File: src/rtl/adder_pipelined_pkg.sv
// Shared helpers for adder_pipelined and its arbiter front end: chunk geometry,
// select-width helper and the controller state encoding.
package adder_pipelined_pkg;

  // Chunk width so that LATENCY chunks cover WIDTH bits.
  function automatic int alu_width(input int width, input int latency);
    return (width + latency - 1) / latency;
  endfunction

  // Number of chunks actually needed at that chunk width.
  function automatic int chunk_count(input int width, input int latency);
    int aw;
    aw = alu_width(width, latency);
    return (width + aw - 1) / aw;
  endfunction

  // Index width that stays at least one bit for a single entry.
  function automatic int sel_width(input int n);
    return (n > 1) ? $clog2(n) : 1;
  endfunction

  typedef enum logic [1:0] {
    IDLE  = 2'd0,
    ISSUE = 2'd1,
    RUN   = 2'd2,
    WB    = 2'd3
  } state_t;

endpackage

File: src/rtl/adder_pipelined_arbiter_if.sv
// Client-side bus of adder_pipelined_arbiter. ADDER_PIPELINED_ARBITER_OVERFLOW_EN
// adds the sticky overflow flags and their clear strobes.
interface adder_pipelined_arbiter_if #(
  parameter int N     = 4,
  parameter int WIDTH = 16
);
  import adder_pipelined_pkg::*;

  localparam int SEL_W = sel_width(N);

  logic [N-1:0]       req;
  logic [N*WIDTH-1:0] incr;
  logic [N-1:0]       ack;
  logic               busy;
  logic [SEL_W-1:0]   rd_sel;
  logic [WIDTH-1:0]   rd_data;

`ifdef ADDER_PIPELINED_ARBITER_OVERFLOW_EN
  logic [N-1:0]       ovf;
  logic [N-1:0]       ovf_clr;

  modport master (output req, incr, rd_sel, ovf_clr, input ack, busy, rd_data, ovf);
  modport slave  (input req, incr, rd_sel, ovf_clr, output ack, busy, rd_data, ovf);
`else
  modport master (output req, incr, rd_sel, input ack, busy, rd_data);
  modport slave  (input req, incr, rd_sel, output ack, busy, rd_data);
`endif

endinterface

File: src/rtl/adder_pipelined.sv
// Chunked adder: ce loads the addend and clears inter-chunk carries; each later
// cycle adds the pending carries to d, so C cycles of q->d feedback finish the sum.
module adder_pipelined
  import adder_pipelined_pkg::*;
#(
  parameter int WIDTH   = 16,
  parameter int LATENCY = 4
) (
  input  logic             clk,
  input  logic             ce,
  input  logic [WIDTH-1:0] i,
  input  logic [WIDTH-1:0] d,
  output logic [WIDTH-1:0] q
);
  localparam int AW = alu_width(WIDTH, LATENCY);
  localparam int C  = chunk_count(WIDTH, LATENCY);
  localparam int PW = AW * C;

  logic [PW-1:0] addend;
  logic [C-1:0]  carry;
  logic [PW-1:0] d_pad;
  logic [PW-1:0] sum_pad;
  logic [C-1:0]  cout;

  // NOTE: every signal driven here gets a default first so no latch is inferred.
  always_comb begin
    d_pad   = PW'(d);
    sum_pad = '0;
    cout    = '0;
    for (int j = 0; j < C; j++) begin
      {cout[j], sum_pad[j*AW +: AW]} = {1'b0, d_pad[j*AW +: AW]}
                                     + {1'b0, addend[j*AW +: AW]}
                                     + (AW+1)'(carry[j]);
    end
  end

  assign q = sum_pad[WIDTH-1:0];

  // NOTE: no reset here; ce rewrites both registers before q is ever consumed.
  always_ff @(posedge clk) begin
    if (ce) begin
      addend <= PW'(i);
      carry  <= '0;
    end else begin
      addend <= '0;
      carry  <= cout << 1;
    end
  end

endmodule

File: src/rtl/adder_pipelined_arbiter_rr_arbiter.sv
// Combinational round-robin pick: first set request at or after ptr, wrapping.
module rr_arbiter #(
  parameter int N     = 4,
  parameter int SEL_W = 2
) (
  input  logic [N-1:0]     req,
  input  logic [SEL_W-1:0] ptr,
  output logic [N-1:0]     grant,
  output logic [SEL_W-1:0] idx
);

  always_comb begin
    int k;
    k     = 0;
    grant = '0;
    idx   = '0;
    for (int i = 0; i < N; i++) begin
      k = int'(ptr) + i;
      if (k >= N) k = k - N;
      if (grant == '0 && req[k]) begin
        grant[k] = 1'b1;
        idx      = SEL_W'(k);
      end
    end
  end

endmodule

File: src/rtl/adder_pipelined_arbiter.sv
// N accumulators sharing one adder_pipelined under round-robin arbitration.
// Define ADDER_PIPELINED_ARBITER_OVERFLOW_EN for sticky per-accumulator wrap flags.
module adder_pipelined_arbiter
  import adder_pipelined_pkg::*;
#(
  parameter int N       = 4,
  parameter int WIDTH   = 16,
  parameter int LATENCY = 4
) (
  input  logic                      clk,
  input  logic                      rst,
  adder_pipelined_arbiter_if.slave  bus
);
  localparam int C     = chunk_count(WIDTH, LATENCY);
  localparam int SEL_W = sel_width(N);
  localparam int CNT_W = sel_width(C);

  state_t           state, next_state;
  logic [WIDTH-1:0] acc [N];
  logic [WIDTH-1:0] work, r_inc, q;
  logic [SEL_W-1:0] g, ptr, gnt_idx;
  logic [N-1:0]     gnt;
  logic [CNT_W-1:0] cnt;
  logic             ce;

  rr_arbiter #(.N(N), .SEL_W(SEL_W)) u_arb (
    .req   (bus.req),
    .ptr   (ptr),
    .grant (gnt),
    .idx   (gnt_idx)
  );

  adder_pipelined #(.WIDTH(WIDTH), .LATENCY(LATENCY)) u_add (
    .clk (clk),
    .ce  (ce),
    .i   (r_inc),
    .d   (work),
    .q   (q)
  );

  always_comb begin
    next_state = state;
    ce         = 1'b0;
    bus.ack    = '0;
    bus.busy   = (state != IDLE);
    case (state)
      IDLE:    if (|gnt) next_state = ISSUE;
      ISSUE: begin
        ce         = 1'b1;
        next_state = RUN;
      end
      RUN:     if (cnt == '0) next_state = WB;
      WB: begin
        bus.ack[g] = 1'b1;
        next_state = IDLE;
      end
      default: next_state = IDLE;
    endcase
  end

  // NOTE: sequential state uses non-blocking assignments so every register
  // samples pre-edge values regardless of statement order.
  always_ff @(posedge clk) begin
    if (rst) begin
      state <= IDLE;
      ptr   <= '0;
      g     <= '0;
      r_inc <= '0;
      work  <= '0;
      cnt   <= '0;
      // NOTE: the accumulator file is cleared by reset because clients read it
      // as committed state; a loop keeps this independent of N.
      for (int k = 0; k < N; k++) acc[k] <= '0;
    end else begin
      state <= next_state;
      case (state)
        IDLE: if (|gnt) begin
          g     <= gnt_idx;
          r_inc <= bus.incr[int'(gnt_idx)*WIDTH +: WIDTH];
          work  <= acc[gnt_idx];
        end
        ISSUE: cnt <= CNT_W'(C - 1);
        RUN: begin
          work <= q;
          cnt  <= cnt - CNT_W'(1);
        end
        WB: begin
          acc[g] <= work;
          ptr    <= (g == SEL_W'(N - 1)) ? '0 : g + SEL_W'(1);
        end
        default: ;
      endcase
    end
  end

  always_comb begin
    bus.rd_data = '0;
    for (int k = 0; k < N; k++)
      if (bus.rd_sel == SEL_W'(k)) bus.rd_data = acc[k];
  end

`ifdef ADDER_PIPELINED_ARBITER_OVERFLOW_EN
  logic [N-1:0] ovf_q;

  // A clear coinciding with the ack drops history; a wrap in that same op re-arms.
  always_ff @(posedge clk) begin
    if (rst) begin
      ovf_q <= '0;
    end else if (state == WB) begin
      ovf_q[g] <= (ovf_q[g] & ~bus.ovf_clr[g]) | (work < acc[g]);
    end
  end

  assign bus.ovf = ovf_q;
`endif

endmodule

File: src/flat_wrapper.sv
// flat-port wrapper written by rule: the top's interface ports become plain ports
module adder_pipelined_arbiter_flat import adder_pipelined_pkg::*;
#(
  parameter int N       = 4,
  parameter int WIDTH   = 16,
  parameter int LATENCY = 4
)
  (clk, rst, bus_req, bus_incr, bus_rd_sel, bus_ack, bus_busy, bus_rd_data);
  adder_pipelined_arbiter_if #(.N(N), .WIDTH(WIDTH)) bus_i ();
  input  logic clk;
  input  logic rst;
  input wire logic [$bits(bus_i.req)-1:0] bus_req;
  input wire logic [$bits(bus_i.incr)-1:0] bus_incr;
  input wire logic [$bits(bus_i.rd_sel)-1:0] bus_rd_sel;
  output wire logic [$bits(bus_i.ack)-1:0] bus_ack;
  output wire logic [$bits(bus_i.busy)-1:0] bus_busy;
  output wire logic [$bits(bus_i.rd_data)-1:0] bus_rd_data;
  assign bus_i.req = bus_req;
  assign bus_i.incr = bus_incr;
  assign bus_i.rd_sel = bus_rd_sel;
  assign bus_ack = bus_i.ack;
  assign bus_busy = bus_i.busy;
  assign bus_rd_data = bus_i.rd_data;
  adder_pipelined_arbiter #(.N(N), .WIDTH(WIDTH), .LATENCY(LATENCY)) u_core (.clk(clk), .rst(rst), .bus(bus_i));
endmodule
File: config.mk
export PLATFORM = sky130hd
export DESIGN_NAME = adder_pipelined_arbiter_flat
export DESIGN_NICKNAME = d
export VERILOG_FILES = /design/src/rtl/adder_pipelined_pkg.sv /design/src/rtl/adder_pipelined_arbiter_if.sv /design/src/rtl/adder_pipelined.sv /design/src/rtl/adder_pipelined_arbiter_rr_arbiter.sv /design/src/rtl/adder_pipelined_arbiter.sv /design/src/flat_wrapper.sv
export SDC_FILE = /design/constraint.sdc
export NUM_CORES = 1
export LEC_CHECK = 0
export ABC_AREA = 1
export CORE_ASPECT_RATIO = 1.5
export CORE_MARGIN = 3
export CORE_UTILIZATION = 45
export DETAILED_ROUTE_END_ITERATION = 8
export PLACE_DENSITY = 0.72
export SLEW_MARGIN = 20
export SYNTH_ARGS = -nofsm -noshare
export SYNTH_HDL_FRONTEND = slang
export SYNTH_HIERARCHICAL = 1
export SYNTH_SLANG_ARGS = --single-unit
File: constraint.sdc
create_clock -name clk -period 7.9 [get_ports clk]
set_input_delay 1.185 -clock clk [delete_from_list [all_inputs] [get_ports clk]]
set_output_delay 1.185 -clock clk [all_outputs]
set_load 0.005 [all_outputs]
==> impl_results.md <==
* Syn-to-layout area delta at 20.0%
* Final Setup Violations at 0
* Type of origin of the critical path: input port
* Final Hold Viols at 0
* Final period util at 54.7%
* Drt total wl at 18100 um
* Die Footprint at 0.0185 mm^2
* CTS tree: built
* Final ANT Viol Nets at 0
* Setup slack after layout at 3.58 ns
* Clk slew on worst S/H paths at 0.05 ns
* CTS root buf: clkbuf_16
* CTS Buffer Depth at 2
* Worst-Skew Late Latency at 0.41 ns
* Drt pass-1 iters at 5
* Yosys top cell by area: edfxtp_1
* Mapped Cells at 1020
* Min Tclk post-route at 4.32 ns
* Htree depth at 4
* R2r setup slk at 4.03 ns
* Synth top area cells: edfxtp_1, dfxtp_1, nand2_1
* Initial Util at 46.4%
* CP max FO at 16
* Max Cap Violations at 0
* Clock sinks at 123
* Total GRT Usage at 19.8%
* Vias at 6689
* Post-Syn Area at 0.00757 mm^2
* Slowest CP cell: clkdlybuf4s50_1
* CTS resizes at 0
* Library cells used by synthesis at 40
* Pleak at 4.05 nW
* WP buf/inv at 3
* Slew Limit Fails at 0
* Dpl ws at 3.53 ns
* Die height at 165 um
* Layout cells sized above 1 at 8.34%
* Num rows at 57
* DR vias/cell at 5.11
* Outcome: finished, final reports clean
* First DRT Iteration DRCs at 362
* Core Region at 0.0163 mm^2
* Tot Pwr at 3.09 mW
* Seq cells post-synth at 123
* Most used cell along the critical path: clkdlybuf4s50_1
* Ant. Diodes at 0
* Commonest register cell after synthesis: edfxtp_1
* Setup_tns at 0 ns
* Synth warn at 6
* Worst-margin pin slew at 1.02 ns
* Worst path cell trace: clkdlybuf4s50_1 > inv_1 > nand2_1 > o2111ai_1 > clkdlybuf4s50_1
* Antenna violations before repair at 0
* Fin Clk Skew at 0.00860 ns
* Final Net Count at 1199
* FMAX at 0.232 GHz
* # IOs at 93
* Data arrival, critical path at 3.13 ns
* Crit. End Element: output pin
* Post-synth EDFFs at 64
* Largest net degree at the start of global routing at 86
* Setup bufs post-CTS at 0
* DRC at 0
* Critical path class: in -> out
* Peak VDD IR at 289 uV
* Min Hold Slack at 0.429 ns
* Critical path's top delay family: buffers and inverters
* Req. time, crit path at 6.71 ns
* Global-route wire length before repair at 29500 um
* Rel. slew slack at 32.0%
* Post-DP HPWL at 12300 um
* Die Width at 112 um
* Ys async rst share at 0%
* Num CTS Buffers at 17
* Cts-stage hold buffer count at 0
* Hold Crit Class: reg -> reg
* Syn Nets at 1129
* Max incr delay on CP at 0.56 ns
* Routed WL per cell at 13.8 um
* Vias in the first global route at 6409
* Input/output buffers at 92
* Syn avg cell area at 7.43 um^2
* RSZ-0062 raised after global routing: false
* Post-synthesis sequential area ratio at 41.0%
* Global route overflow at 0
* Top cell type's share of synthesized area at 25.4%
* Power Dens Cells at 340 mW/mm^2
* GPL Wtd Cong at 0.800
[logic make-up (layout without fill, tap and decap cells)]
family / Yosys count / count (layout) / synth area share (%)
simple gates: 601 / 601 / 34.6
buf+inv: 159 / 242 / 9.22
flops: 123 / 123 / 41.0
compound gates: 95 / 95 / 7.78
fa+ha+maj: 37 / 37 / 6.81
xor+xnor: 4 / 4 / 0.463
mux: 1 / 1 / 0.132
[final timing paths]
| kind | from | depth (start not counted) | endpoint |
|---|---|---|---|
| max reg2reg | u_core/ptr[0]$_SDFFE_PP0N_ | 21 | u_core/work[7]$_SDFFE_PP0P_ |
| min | u_core/r_inc[13]$_SDFFE_PP0P_ | 2 | u_core/u_add/addend[13]$_SDFF_PN0_ |
| max | bus_rd_sel[0] | 5 | bus_rd_data[14] |
| min reg2reg | u_core/r_inc[13]$_SDFFE_PP0P_ | 2 | u_core/u_add/addend[13]$_SDFF_PN0_ |
[layout make-up]
class                           instances  area (um^2)
Tap cell                              206          258
Timing Repair Buffer                   97          958
Sequential cell                       123         3100
Fill cell                            1502         7240
Inverter                              113          432
Clock inverter                         12          101
Clock buffer                           20          447
Multi-Input combinational cell        738         3790
[cells in the mapped netlist (3+ instances only)]
library cell  number
a21oi_1           13
a31oi_1            4
buf_2             20
buf_4              4
buf_6              5
clkbuf_1          14
dfxtp_1           59
edfxtp_1          64
fa_1               7
ha_1              30
inv_1            105
inv_2              6
nand2_1          257
nand2_2           10
nand2_4            3
nand3_1           71
nand3_2            5
nand3b_1           3
nand4_1            3
nor2_1           222
nor2_2             6
nor2_4            17
o2111ai_1         16
o211ai_1           4
o21ai_0           49
o21ai_1            3
xnor2_1            4
[worst min-delay path: cells and delay by family, from the launching register on]
family	cells	cell delay, ns
flip-flops	1	0.30
AND/OR/NAND/NOR	1	0.06
buffers and inverters	1	0.03
[power breakdown]
| group | switching [mW] | internal [mW] |
|---|---|---|
| combinational | 1.03 | 0.503 |
| sequential | 0.0689 | 0.786 |
| clock | 0.268 | 0.437 |
| total | 1.36 | 1.73 |
[cell usage in the layout (no fill, tap or decap), types with 3 or more instances in the layout]
cell type / n
nand2_1: 256
nor2_1: 222
inv_1: 105
clkdlybuf4s50_1: 92
nand3_1: 71
edfxtp_1: 64
dfxtp_1: 59
o21ai_0: 49
ha_1: 30
clkbuf_16: 17
nor2_4: 17
o2111ai_1: 16
a21oi_1: 13
nand2_2: 11
fa_1: 7
clkinv_2: 6
inv_2: 6
nor2_2: 6
nand3_2: 5
buf_4: 5
a31oi_1: 4
o211ai_1: 4
xnor2_1: 4
clkinv_4: 3
nand2_4: 3
o21ai_1: 3
nand3b_1: 3
nand4_1: 3
[metal layers]
metal	up-vias	GRT usage, %	share of wire (%)
li1	3377	-	-
met1	3011	20.8	38
met2	252	37.9	52
met3	49	3.52	6.4
met4	0	8.91	2.8
met5	-	0	0
[flip-flops by register name, indices dropped and copies added, names as in the netlist]
register             cells
u_core/ptr               2
u_core/u_add/carry       3
u_core/cnt               2
u_core/work             16
u_core/acc              64
u_core/u_add/addend     16
u_core/state             2
u_core/r_inc            16
u_core/g                 2
[through the flow]
| stage | utilization (%) | instance area, um^2 | cells |
|---|---|---|---|
| after floorplan | - | 7570 | 1020 |
| after global placement | 52.3 | 8540 | 1277 |
| after detailed placement | 52.3 | 8540 | 1277 |
| after CTS | 55.6 | 9090 | 1309 |
| after global routing | 55.6 | 9090 | 1309 |
| final | 55.6 | 9090 | 1309 |
(Power assumes the default switching activity.)
==> variant 1 (same settings) <==
`WIDTH` is set to 16 in 4 places; all go to 32.
--- a/src/rtl/adder_pipelined_arbiter_if.sv
+++ b/src/rtl/adder_pipelined_arbiter_if.sv
@@ -2,7 +2,7 @@
 // adds the sticky overflow flags and their clear strobes.
 interface adder_pipelined_arbiter_if #(
   parameter int N     = 4,
-  parameter int WIDTH = 16
+  parameter int WIDTH = 32
 );
   import adder_pipelined_pkg::*;
 
--- a/src/rtl/adder_pipelined.sv
+++ b/src/rtl/adder_pipelined.sv
@@ -3,7 +3,7 @@
 module adder_pipelined
   import adder_pipelined_pkg::*;
 #(
-  parameter int WIDTH   = 16,
+  parameter int WIDTH   = 32,
   parameter int LATENCY = 4
 ) (
   input  logic             clk,
--- a/src/rtl/adder_pipelined_arbiter.sv
+++ b/src/rtl/adder_pipelined_arbiter.sv
@@ -4,7 +4,7 @@
   import adder_pipelined_pkg::*;
 #(
   parameter int N       = 4,
-  parameter int WIDTH   = 16,
+  parameter int WIDTH   = 32,
   parameter int LATENCY = 4
 ) (
   input  logic                      clk,
--- a/src/flat_wrapper.sv
+++ b/src/flat_wrapper.sv
@@ -2,7 +2,7 @@
 module adder_pipelined_arbiter_flat import adder_pipelined_pkg::*;
 #(
   parameter int N       = 4,
-  parameter int WIDTH   = 16,
+  parameter int WIDTH   = 32,
   parameter int LATENCY = 4
 )
   (clk, rst, bus_req, bus_incr, bus_rd_sel, bus_ack, bus_busy, bus_rd_data);
Ports: changed (resized bus_incr and bus_rd_data); port bits go from 93 to 173. No check against the original RTL was run, so the function may have changed too.
==> variant 1 against the original RTL <==
  * Area after synthesis increased by 83%
  * Routed wire length increased by 110%
  * Clock power increased by 55%
  * Largest power group unchanged
  * Cell area increased by 81%
  * Total power increased by 86%
  * Worst setup slack got worse by 0.43 ns
  * Count of clock-buffer cells in the layout increased by 5
  * First-iteration DRC count increased by 140%
  * Critical path type unchanged
  * Sequential cell count increased by 112
  * Sequential power increased by 89%
  * Synthesized cell count increased by 90%
  * Global-route usage increased by 3.1 points
  * Critical path depth increased by 1
==> variant 1: results (changes against the original RTL) <==
The flow ran to the end, and the final reports show no timing, DRC or antenna violations. The run gives 7.412 nW (was 4.047 nW) as the leakage power. The terminating pin of the worst hold path is u_core/u_add/addend[2] (was u_core/u_add/addend[13]). The sequential area share after synthesis is 0.4320 (was 0.4097), and the logic depth of the worst register-to-register path is 22 (was 21). The number of enable-type register cells in the synthesized netlist works out to 128 (was 64). The global-route track usage on met3 is 0.03135 (was 0.03519).

The slowest stage cell on the critical path is sky130_fd_sc_hd__nor2_4 (was sky130_fd_sc_hd__clkdlybuf4s50_1). The run gives 12370 (was 6409) as the number of global-route vias before repair. The layout net count is 2233 (was 1199), and the largest net degree at the start of global routing is 97 (was 86).

The via-per-instance ratio is 5.192 (was 5.110). The weighted congestion at the end of routability-driven global placement was 0.8892 (was 0.7997); the worst relative slew slack was 0.2749 (was 0.3197). The number of search-and-repair iterations in the first detailed-routing pass is 6 (was 5).

The share of layout cells above drive strength 1 was 0.04954 (was 0.08341); the global-route wire length before repair was 61.29 mm (was 29.46 mm). The highest cell delay on the worst timing path was 0.78 ns (was 0.56 ns). The clock slew at the register clock pins of the worst setup and hold paths was 0.07 ns (was 0.05 ns). The post-route worst hold slack was 0.4241 ns (was 0.4286 ns); the insertion delay to the later sink of the worst-skew pair was 0.53 ns (was 0.41 ns). Ranking of synthesized cells by instance count: sky130_fd_sc_hd__nand2_1 (523), sky130_fd_sc_hd__nor2_1 (495), sky130_fd_sc_hd__inv_1 (165) (was sky130_fd_sc_hd__nand2_1 (257), sky130_fd_sc_hd__nor2_1 (222), sky130_fd_sc_hd__inv_1 (105)). The wire length per cell after detailed routing works out to 15.74 um (was 13.81 um).

The logs give 1 (was 4) for the CTS H-tree depth and 0.2281 (was 0.1976) for the global-route total usage across every layer. The met2 routing resource usage after global routing is 0.4008 (was 0.3788), and the total nets after synthesis is 2128 (was 1129). The data arrival time of the critical path was 3.57 ns (was 3.13 ns). The logs give 864 (was 362) for the number of DRC violations after detailed-routing iteration 0 and 0.3271 mV (was 0.2888 mV) for the peak supply drop. The flip-flop count of the largest register after layout was 128 (was 64); the slack of the worst reg-to-reg path was 3.53 ns (was 4.03 ns). The number of buffers added by the clock tree synthesis step is 21 (was 17), and the fraction of met1 tracks used by global routing is 0.2743 (was 0.2083). The tools report the internal cell power as 3.109 mW (was 1.727 mW).

Top post-synthesis cells by area: sky130_fd_sc_hd__edfxtp_1 (28%), sky130_fd_sc_hd__dfxtp_1 (15%), sky130_fd_sc_hd__nand2_1 (14%) (was sky130_fd_sc_hd__edfxtp_1 (25%), sky130_fd_sc_hd__dfxtp_1 (16%), sky130_fd_sc_hd__nand2_1 (13%)). For the worst clock skew on the final layout, the log shows 0.01839 ns (was 0.008599 ns).
==> variant 1: worst max path at each step <==
stage	slack, ns	from	depth (start not counted)	endpoint
2_1_floorplan	4.29	u_core/state[0]	3	u_core/acc[3][0]
3_3_place_gp	3.21	bus_rd_sel[0]	6	bus_rd_data[23]
3_5_place_dp	3.08	bus_req[3]	22	u_core/work[19]
4_1_cts	3.17	bus_rd_sel[1]	6	bus_rd_data[23]
5_1_grt	3.05	bus_rd_sel[1]	6	bus_rd_data[22]
6_report	3.15	bus_rd_sel[0]	6	bus_rd_data[0]
==> variant 1: power groups by stage <==
stage          logic (mW)  clock network (mW)  registers (mW)
6_report             3.03                1.09            1.62
2_1_floorplan        2.39                   0            1.60
4_1_cts              3.01                1.11            1.61
5_1_grt              3.45                1.15            1.64
3_3_place_gp         2.93                   0            1.63
3_5_place_dp         2.99                   0            1.64
==> variant 1: critical path, delay by kind of cell <==
family,cells,cell delay (ns)
and+or+nand+nor,2,0.91
buffers and inverters,3,1.24
AOI/OAI and AO/OA,1,0.22
==> variant 1: logic make-up (layout without fill, tap and decap cells) <==
group / Yosys count / count (layout) / share of synthesized area
xor gates and xnor gates: 13 / 13 / 0.008218
buffers and inverters: 276 / 396 / 0.08561
adders and majority gates: 53 / 53 / 0.05165
DFF: 235 / 235 / 0.4320
and+or+nand+nor: 1193 / 1193 / 0.3498
AOI/OAI and AO/OA: 169 / 169 / 0.07269
==> variant 1: per-stage QoR <==
step	utilization	cells
final	0.5432	2459
after global placement	0.5187	2421
after CTS	0.5429	2459
after global routing	0.5432	2459
after detailed placement	0.5187	2421
after floorplan	-	1939
==> variant 1: layout make-up <==
type                    count  area, um^2  share of cell area
multi-input cells        1428        6745              0.4104
flip-flops and latches    235        5986              0.3642
repair buffers            185        1819              0.1107
inverters                 173       651.9             0.03967
clock buffers              25       571.8             0.03479
well taps                 400       500.5             0.03045
clock inverters            13       160.2            0.009745
==> variant 1: per-layer routing <==
| metal | wire (um) | vias to the layer above |
|---|---|---|
| met5 | 0 | - |
| met4 | 1514 | 0 |
| met3 | 3264 | 106 |
| met2 | 18870 | 573 |
| met1 | 15040 | 5751 |
| li1 | - | 6338 |
==> variant 2 (config.mk and constraints unchanged) <==
Made on the original files. Encoding of `state_t`: now one-hot (4 bits for 4 states).
--- a/src/rtl/adder_pipelined_pkg.sv
+++ b/src/rtl/adder_pipelined_pkg.sv
@@ -19,11 +19,11 @@
     return (n > 1) ? $clog2(n) : 1;
   endfunction
 
-  typedef enum logic [1:0] {
-    IDLE  = 2'd0,
-    ISSUE = 2'd1,
-    RUN   = 2'd2,
-    WB    = 2'd3
+  typedef enum logic [3:0] {
+    IDLE  = 4'b0001,
+    ISSUE = 4'b0010,
+    RUN   = 4'b0100,
+    WB    = 4'b1000
   } state_t;
 
 endpackage
Function: no difference found for any inputs over 10 cycles, from zero or initial values and one cycle with rst high; not proved beyond that.
==> variant 2 against the original RTL <==
  * Non-clock buffer count is 2 higher
  * Cell area down 2.1%
  * Sequential share of layout area rose by 1.2 points
  * Sequential cell count up 2
  * Worst setup slack got worse by 0.32 ns
  * Area after synthesis fell by 3.4%
  * Final cell count decreased by 5.7%
  * Routed wire length down 3.5%
  * Critical path type unchanged
Power is not compared: it rests on default switching activity, and its combinational part moved more than twofold at a synthesized area within 25%.
==> variant 2: results (changes against the original RTL) <==
The mean post-synth cell area was 7.769 um^2 (was 7.425 um^2). The worst clock skew on the final layout was 0.008053 ns (was 0.008599 ns). The run finished with clean final reports.

The post-route worst hold slack was 0.4265 ns (was 0.4286 ns); the routed metal-1 wire length was 6.843 mm (was 6.952 mm). Termination of the worst setup path: bus_rd_data[6] (was bus_rd_data[14]). For the global-route total usage across every layer, the log shows 0.2032 (was 0.1976). The via-per-instance ratio was 5.099 (was 5.110); the logic depth of the worst register-to-register path was 20 (was 21). The fraction of the core area covered by cells at the end of the flow is 0.5643 (was 0.5564), and the sequential area share after synthesis is 0.4295 (was 0.4097).

For the number of global-route vias before repair, the log shows 6166 (was 6409). For the data arrival time of the critical path, the log shows 3.45 ns (was 3.13 ns). The count of distinct cell types in the synthesized netlist was 38 (was 40); the fraction of met1 tracks used by global routing was 0.2337 (was 0.2083). The tools report the number of non-filler instances in the completed layout as 1234 (was 1309). Met2 routing resource usage after global routing: 0.3693 (was 0.3788). Ranking of synthesized cells by instance count: sky130_fd_sc_hd__nor2_1 (157), sky130_fd_sc_hd__nand2_1 (152), sky130_fd_sc_hd__inv_1 (127) (was sky130_fd_sc_hd__nand2_1 (257), sky130_fd_sc_hd__nor2_1 (222), sky130_fd_sc_hd__inv_1 (105)). The final-layout fill cell count is 1452 (was 1502), and the share of layout cells above drive strength 1 is 0.1028 (was 0.08341).

The logs give 3.58 ns (was 4.03 ns) for the slack of the worst reg-to-reg path and 1046 (was 1129) for the total nets after synthesis. The tools report the number of search-and-repair iterations in the first detailed-routing pass as 6 (was 5). The global-route track usage on met3 is 0.04294 (was 0.03519). The terminating pin of the worst hold path was u_core/u_add/addend[3] (was u_core/u_add/addend[13]).
==> variant 2: area by class of cell <==
cell class,instances,area share
sequential,125,0.3533
multi-input combinational,640,0.3828
clock buffer,18,0.04937
tap,203,0.02855
timing repair buffer,99,0.1094
clock inverter,14,0.01899
inverter,135,0.05752
==> variant 2: power groups by stage <==
stage	Clock, mW	Sequential (mW)	Combinational, mW
final	0.788	0.768	0.345
after floorplan	0	0.769	0.245
after global routing	0.825	0.773	0.390
after global placement	0	0.779	0.337
after CTS	0.796	0.767	0.346
after detailed placement	0	0.780	0.344
==> variant 2: cell families (layout without fill, tap and decap cells) <==
family                     count (synthesis)  count (layout)  share of synthesized area
muxes                                      1               1                   0.001368
DFF                                      125             125                     0.4295
AOI/OAI and AO/OA                        161             161                     0.1209
adders and majority gates                 32              32                    0.06189
buffers and inverters                    177             266                     0.1062
xor gates and xnor gates                   4               4                   0.004787
and+or+nand+nor                          442             442                     0.2754
